<file path="src/rtl/conv_layer_sched_pkg.sv">
// conv_layer_sched_pkg: shared state encoding, sizes and config check for the layer sequencer
package conv_layer_sched_pkg;
    localparam int SIZE_W = 8;
    localparam int DRAIN_CYC_DEF = 4;
    localparam int CNT_W = 16;
    localparam int CHANNEL_OUT = 32;
    localparam int PEA_NUM = 4;
    typedef enum logic [2:0] {
        IDLE   = 3'd0,
        LOAD_W = 3'd1,
        CONV   = 3'd2,
        DRAIN  = 3'd3,
        POOL   = 3'd4,
        NEXT   = 3'd5,
        DONE   = 3'd6
    } state_t;
    function automatic logic cfg_bad(input logic [SIZE_W-1:0] n, input logic [3:0] p, input logic [3:0] g);
        return (n < SIZE_W'(2)) || n[0] || (p == 4'd0) || (g == 4'd0);
    endfunction
endpackage

</file>
<file path="src/rtl/conv_layer_sched_pass_counter.sv">
// pass_counter: clearable up-counter that flags when it sits on its terminal value
module pass_counter #(
    parameter int W = 16
) (
    input  logic         clk,
    input  logic         rst,
    input  logic         clr,
    input  logic         inc,
    input  logic [W-1:0] term,
    output logic         tc
);
    logic [W-1:0] cnt_q, cnt_d;
    always_comb cnt_d = clr ? '0 : inc ? cnt_q + W'(1) : cnt_q;
    always_ff @(posedge clk or posedge rst)
        if (rst) cnt_q <= '0;
        else cnt_q <= cnt_d;
    assign tc = (cnt_q == term);
endmodule

</file>
<file path="src/rtl/conv_layer_sched.sv">
// conv_layer_sched: per-layer sequencer stepping weight load, conv stream, drain and pooling
// over input-channel passes within each output-filter group.
module conv_layer_sched
    import conv_layer_sched_pkg::*;
#(
    parameter int DRAIN_CYC = DRAIN_CYC_DEF
) (
    input  logic              clk,
    input  logic              rst,
    input  logic              cfg_valid,
    output logic              cfg_ready,
    input  logic [SIZE_W-1:0] cfg_size,
    input  logic [3:0]        cfg_in_passes,
    input  logic [3:0]        cfg_out_groups,
    input  logic              abort,
    output logic              w_req,
    input  logic              w_ack,
    output logic              weight_en,
    output logic              ccm_en,
    output logic              ccm_en_cnt,
    input  logic              sum_reg_valid,
    output logic              pool_start,
    input  logic              pool_done,
    output logic [SIZE_W-1:0] size_out,
    output logic              busy,
    output logic              layer_done,
    output logic              cfg_err,
    output logic [2:0]        state
);
    state_t state_q, state_d;
    logic [SIZE_W-1:0] size_q, size_d;
    logic [3:0] np_q, np_d, ng_q, ng_d;
    logic [CNT_W-1:0] nn_q, nn_d;
    logic weight_en_q, weight_en_d, pool_start_q, pool_start_d, cfg_err_q, cfg_err_d;
    logic accept, pix_tc, drn_tc, p_tc, g_tc, p_inc, g_inc, p_clr;

    always_comb begin
        state_d = state_q;
        size_d = size_q;
        np_d = np_q;
        ng_d = ng_q;
        nn_d = nn_q;
        weight_en_d = 1'b0;
        pool_start_d = 1'b0;
        cfg_err_d = 1'b0;
        accept = 1'b0;
        p_inc = 1'b0;
        g_inc = 1'b0;
        p_clr = 1'b0;
        case (state_q)
            IDLE: if (cfg_valid) begin
                if (cfg_bad(cfg_size, cfg_in_passes, cfg_out_groups)) cfg_err_d = 1'b1;
                else begin
                    accept = 1'b1;
                    size_d = cfg_size;
                    np_d = cfg_in_passes;
                    ng_d = cfg_out_groups;
                    nn_d = CNT_W'(cfg_size) * CNT_W'(cfg_size);
                    state_d = LOAD_W;
                end
            end
            LOAD_W: if (w_ack) begin
                weight_en_d = 1'b1;
                state_d = CONV;
            end
            CONV: if (sum_reg_valid && pix_tc) state_d = DRAIN;
            DRAIN: if (drn_tc) begin
                state_d = p_tc ? POOL : LOAD_W;
                p_inc = !p_tc;
                pool_start_d = p_tc;
            end
            POOL: if (pool_done) state_d = NEXT;
            NEXT: begin
                state_d = g_tc ? DONE : LOAD_W;
                g_inc = !g_tc;
                p_clr = !g_tc;
            end
            default: state_d = IDLE;
        endcase
        // abort overrides every transition and suppresses any pending pulse
        if (abort && state_q != IDLE) begin
            state_d = IDLE;
            weight_en_d = 1'b0;
            pool_start_d = 1'b0;
            p_inc = 1'b0;
            g_inc = 1'b0;
        end
    end

    always_ff @(posedge clk or posedge rst)
        if (rst) begin
            state_q <= IDLE;
            size_q <= '0;
            np_q <= '0;
            ng_q <= '0;
            nn_q <= '0;
            weight_en_q <= 1'b0;
            pool_start_q <= 1'b0;
            cfg_err_q <= 1'b0;
        end else begin
            state_q <= state_d;
            size_q <= size_d;
            np_q <= np_d;
            ng_q <= ng_d;
            nn_q <= nn_d;
            weight_en_q <= weight_en_d;
            pool_start_q <= pool_start_d;
            cfg_err_q <= cfg_err_d;
        end

    // pixel and drain counters restart whenever their state is not being (re)entered
    pass_counter #(.W(CNT_W)) u_pix (
        .clk(clk), .rst(rst), .clr(state_d != CONV), .inc(state_q == CONV && sum_reg_valid),
        .term(nn_q - CNT_W'(1)), .tc(pix_tc)
    );
    pass_counter #(.W(CNT_W)) u_drn (
        .clk(clk), .rst(rst), .clr(state_d != DRAIN), .inc(state_q == DRAIN),
        .term(CNT_W'(DRAIN_CYC - 1)), .tc(drn_tc)
    );
    pass_counter #(.W(4)) u_p (
        .clk(clk), .rst(rst), .clr(accept || p_clr || abort), .inc(p_inc),
        .term(np_q - 4'd1), .tc(p_tc)
    );
    pass_counter #(.W(4)) u_g (
        .clk(clk), .rst(rst), .clr(accept || abort), .inc(g_inc),
        .term(ng_q - 4'd1), .tc(g_tc)
    );

    assign cfg_ready = (state_q == IDLE);
    assign busy = (state_q != IDLE);
    assign w_req = (state_q == LOAD_W);
    assign ccm_en = (state_q == CONV);
    assign ccm_en_cnt = (state_q == CONV) || (state_q == DRAIN);
    assign layer_done = (state_q == DONE);
    assign weight_en = weight_en_q;
    assign pool_start = pool_start_q;
    assign cfg_err = cfg_err_q;
    assign size_out = size_q;
    assign state = state_q;
endmodule

</file>
<file path="config.mk">
export PLATFORM = sky130hd
export DESIGN_NAME = conv_layer_sched
export DESIGN_NICKNAME = d
export VERILOG_FILES = /design/src/rtl/conv_layer_sched_pkg.sv /design/src/rtl/conv_layer_sched_pass_counter.sv /design/src/rtl/conv_layer_sched.sv
export SDC_FILE = /design/constraint.sdc
export NUM_CORES = 1
export LEC_CHECK = 0
export CAP_MARGIN = 20
export CELL_PAD_IN_SITES_DETAIL_PLACEMENT = 2
export CELL_PAD_IN_SITES_GLOBAL_PLACEMENT = 2
export CORE_MARGIN = 3
export CORE_UTILIZATION = 38
export CTS_CLUSTER_SIZE = 30
export DETAILED_ROUTE_END_ITERATION = 6
export GPL_TIMING_DRIVEN = 0
export HOLD_SLACK_MARGIN = 0.02
export PLACE_DENSITY_LB_ADDON = 0.1
export SYNTH_ARGS = -nofsm -noshare
export SYNTH_HDL_FRONTEND = slang
export SYNTH_HIERARCHICAL = 1
export SYNTH_SLANG_ARGS = --single-unit
</file>
<file path="constraint.sdc">
create_clock -name clk -period 4.3 [get_ports clk]
set_input_delay 0.43 -clock clk [delete_from_list [all_inputs] [get_ports clk]]
set_output_delay 0.43 -clock clk [all_outputs]
set_load 0.01 [all_outputs]
</file>
==> results.json <==
{
  "status": "finished clean",
  "arrival_ns": 4.47,
  "grt_pass1_wl_mm": 27.4,
  "ys_warn_count": 6,
  "crit_type": "in -> reg",
  "drt-total-wl_mm": 16.2,
  "nNetsFinal": 814,
  "hpwl_mm": 12.5,
  "track_usage_pct": 19.4,
  "core_mm2": 0.0153,
  "setup_tns_ns": 0,
  "finalHoldViolCount": 0,
  "syn_inst": 653,
  "port_buffers": 41,
  "num_vias": 4843,
  "layout_common_cells": "nand2_1 (76), dfrtp_1 (76), xnor2_1 (66)",
  "cts.clk_slew.worst_paths_ns": 0.06,
  "worstMarginPinSlew_ns": 1.12,
  "hold_class": "in -> reg",
  "netlist_area_mm2": 0.00599,
  "cts_root_buf": "clkbuf_16",
  "grt_start_max_net_pins": 37,
  "avgSynthCellArea_um2": 9.17,
  "power_leakage_nw": 3.27,
  "synth_top_cell_by_area": "dfrtp_1",
  "ys.flop_type": "dfrtp_1",
  "critPathCaptureType": "register",
  "cts-hold-fix-buffers": 0,
  "finalSetupViolCount": 0,
  "first_iter_violations": 88,
  "drv_cap": 0,
  "async_reset_ff_share_pct": 100,
  "io_pins": 43,
  "synthTopCellsByArea": "dfrtp_1 (32%), xnor2_1 (9.7%), fa_1 (8.4%)",
  "first_global_vias": 5339,
  "avgViaCountPerCell": 5.12,
  "clock_path_buffers": 2,
  "ys_ff_latch": 76,
  "powerDensity_mw_per_mm2": 490,
  "fp.dieH_um": 132,
  "dr.pass1.iters": 4,
  "antenna_left": 0,
  "synth_edf_count": 0,
  "antenna_found_initial": 0,
  "die_w_um": 132,
  "cts_num_sinks": 76,
  "ys_types": 57,
  "crit_required_ns": 4.58,
  "skew_ns": 0.0109,
  "std_cell_rows": 45,
  "area_growth_pct": 19.3,
  "avgRoutedWirePerCell_um": 17.2,
  "stdcell_count": 945,
  "dieArea_mm2": 0.0173,
  "antennaDiodeCount": 0,
  "fmax_mhz": 239,
  "cts_made_buffers": 9,
  "clk-insertion-delay-late_ns": 0.34,
  "finalWeightedCongestion": 0.783,
  "drive_gt1_share_pct": 11.6,
  "cts_tree": "built",
  "yosysSeqAreaShare_pct": 31.8,
  "drv_slew": 0,
  "grt.overflow.total": 0,
  "min_period_ns": 4.19,
  "startpoint_type": "primary input",
  "slew_headroom_pct": 24.6,
  "initial_core_util_pct": 39.1,
  "netlist.area_leader.share_pct": 31.8,
  "vdd_drop_max_v": 0.000233,
  "cts.htree.levels": 3,
  "drc": 0,
  "dp_cells": 919,
  "period_share_pct": 97.5,
  "cp_max_fo": 8
}
## critical path, stage by stage
cell,delay [ns]
clkdlybuf4s15_1,0.23
buf_8,0.16
and2_4,0.15
fa_1,0.52
xor2_1,0.20
xnor2_1,0.13
fa_1,0.54
inv_1,0.06
fa_1,0.53
inv_1,0.06
ha_4,0.28
nand2_2,0.07
or3b_4,0.43
a211o_1,0.33
a211o_1,0.29
nand3_1,0.06
## area by class of cell
class	count	area, um^2
multi-input combinational	507	3880
clock buffer	11	233
timing repair buffer	52	460
tap	211	264
inverter	65	244
sequential	76	1900
buffer	18	120
clock inverter	5	36.3
fill	1721	8170
## routing by layer
metal	share of wire [%]	GRT usage (%)	up-vias
li1	-	-	2308
met1	45	25.0	2483
met2	52	34.4	37
met3	1.7	2.83	15
met4	1.1	4.49	0
met5	0	0	-
## synth_stat cells (10+ instances only)
library cell  instances
nand2_1              77
dfrtp_1              76
xnor2_1              66
inv_1                64
nor2_1               47
ha_1                 37
fa_1                 25
xor2_1               25
a21oi_1              23
and2_1               21
nor3_1               18
nand4_1              17
o21ai_0              16
nor4_1               13
clkbuf_1             10
## cell families after synthesis
group | synth area share [%]
multiplexers | 1.84
buffers and inverters | 5.58
adder cells (fa/ha/maj) | 16.1
AO/OA/AOI/OAI | 8.69
AND/OR/NAND/NOR | 22.3
other | 0.125
flip-flops | 31.8
XOR/XNOR | 13.6
## timing repair
item	4_1_cts	5_1_grt
resized for setup	21	23
setup buffers	2	8
endpoints found under the setup margin	22	19
pin swaps	2	12
## stage by stage
stage               setup slack [ns]  hold WS (ns)  power, mW  instance area (um^2)  utilization [%]
finish                         0.108         0.474       3.50                  7140             46.6
CTS                          0.00239         0.492       3.49                  7060             46.1
global placement              -0.880         0.463       2.64                  6730             44.0
floorplan                     0.0363         0.196       2.19                  6060                -
global route                 -0.0479         0.513       3.81                  7140             46.6
detailed placement            -0.975         0.479       2.73                  6730             44.0
## final timing paths
kind,from,end,slack (ns),cells past startpoint
setup / recovery,cfg_size[1],nn_q[12],0.11,16
hold / removal,cfg_size[7],size_out[7],0.47,3
setup reg to reg,size_out[0],u_drn/cnt_q[15],0.17,14
hold reg to reg,size_out[5],size_out[5],0.49,2
max in group asynchronous,rst,np_q[0],2.93,2
min in group asynchronous,rst,u_p/cnt_q[3],0.57,2
## power breakdown
| part | switching [mW] | internal [mW] | leakage [nW] | total, mW |
|---|---|---|---|---|
| combinational | 1.00 | 0.788 | 2.12 | 1.79 |
| sequential | 0.143 | 0.861 | 1.02 | 1.00 |
| clock | 0.309 | 0.393 | 0.134 | 0.703 |
## sequential cells by signal, indices dropped and copies added, names as in the netlist
signal / count
u_pix/cnt_q: 16
state: 3
np_q: 4
u_drn/cnt_q: 16
nn_q: 14
weight_en: 1
size_out: 8
u_p/cnt_q: 4
pool_start: 1
ng_q: 4
cfg_err: 1
u_g/cnt_q: 4
(Power assumes the default switching activity.)
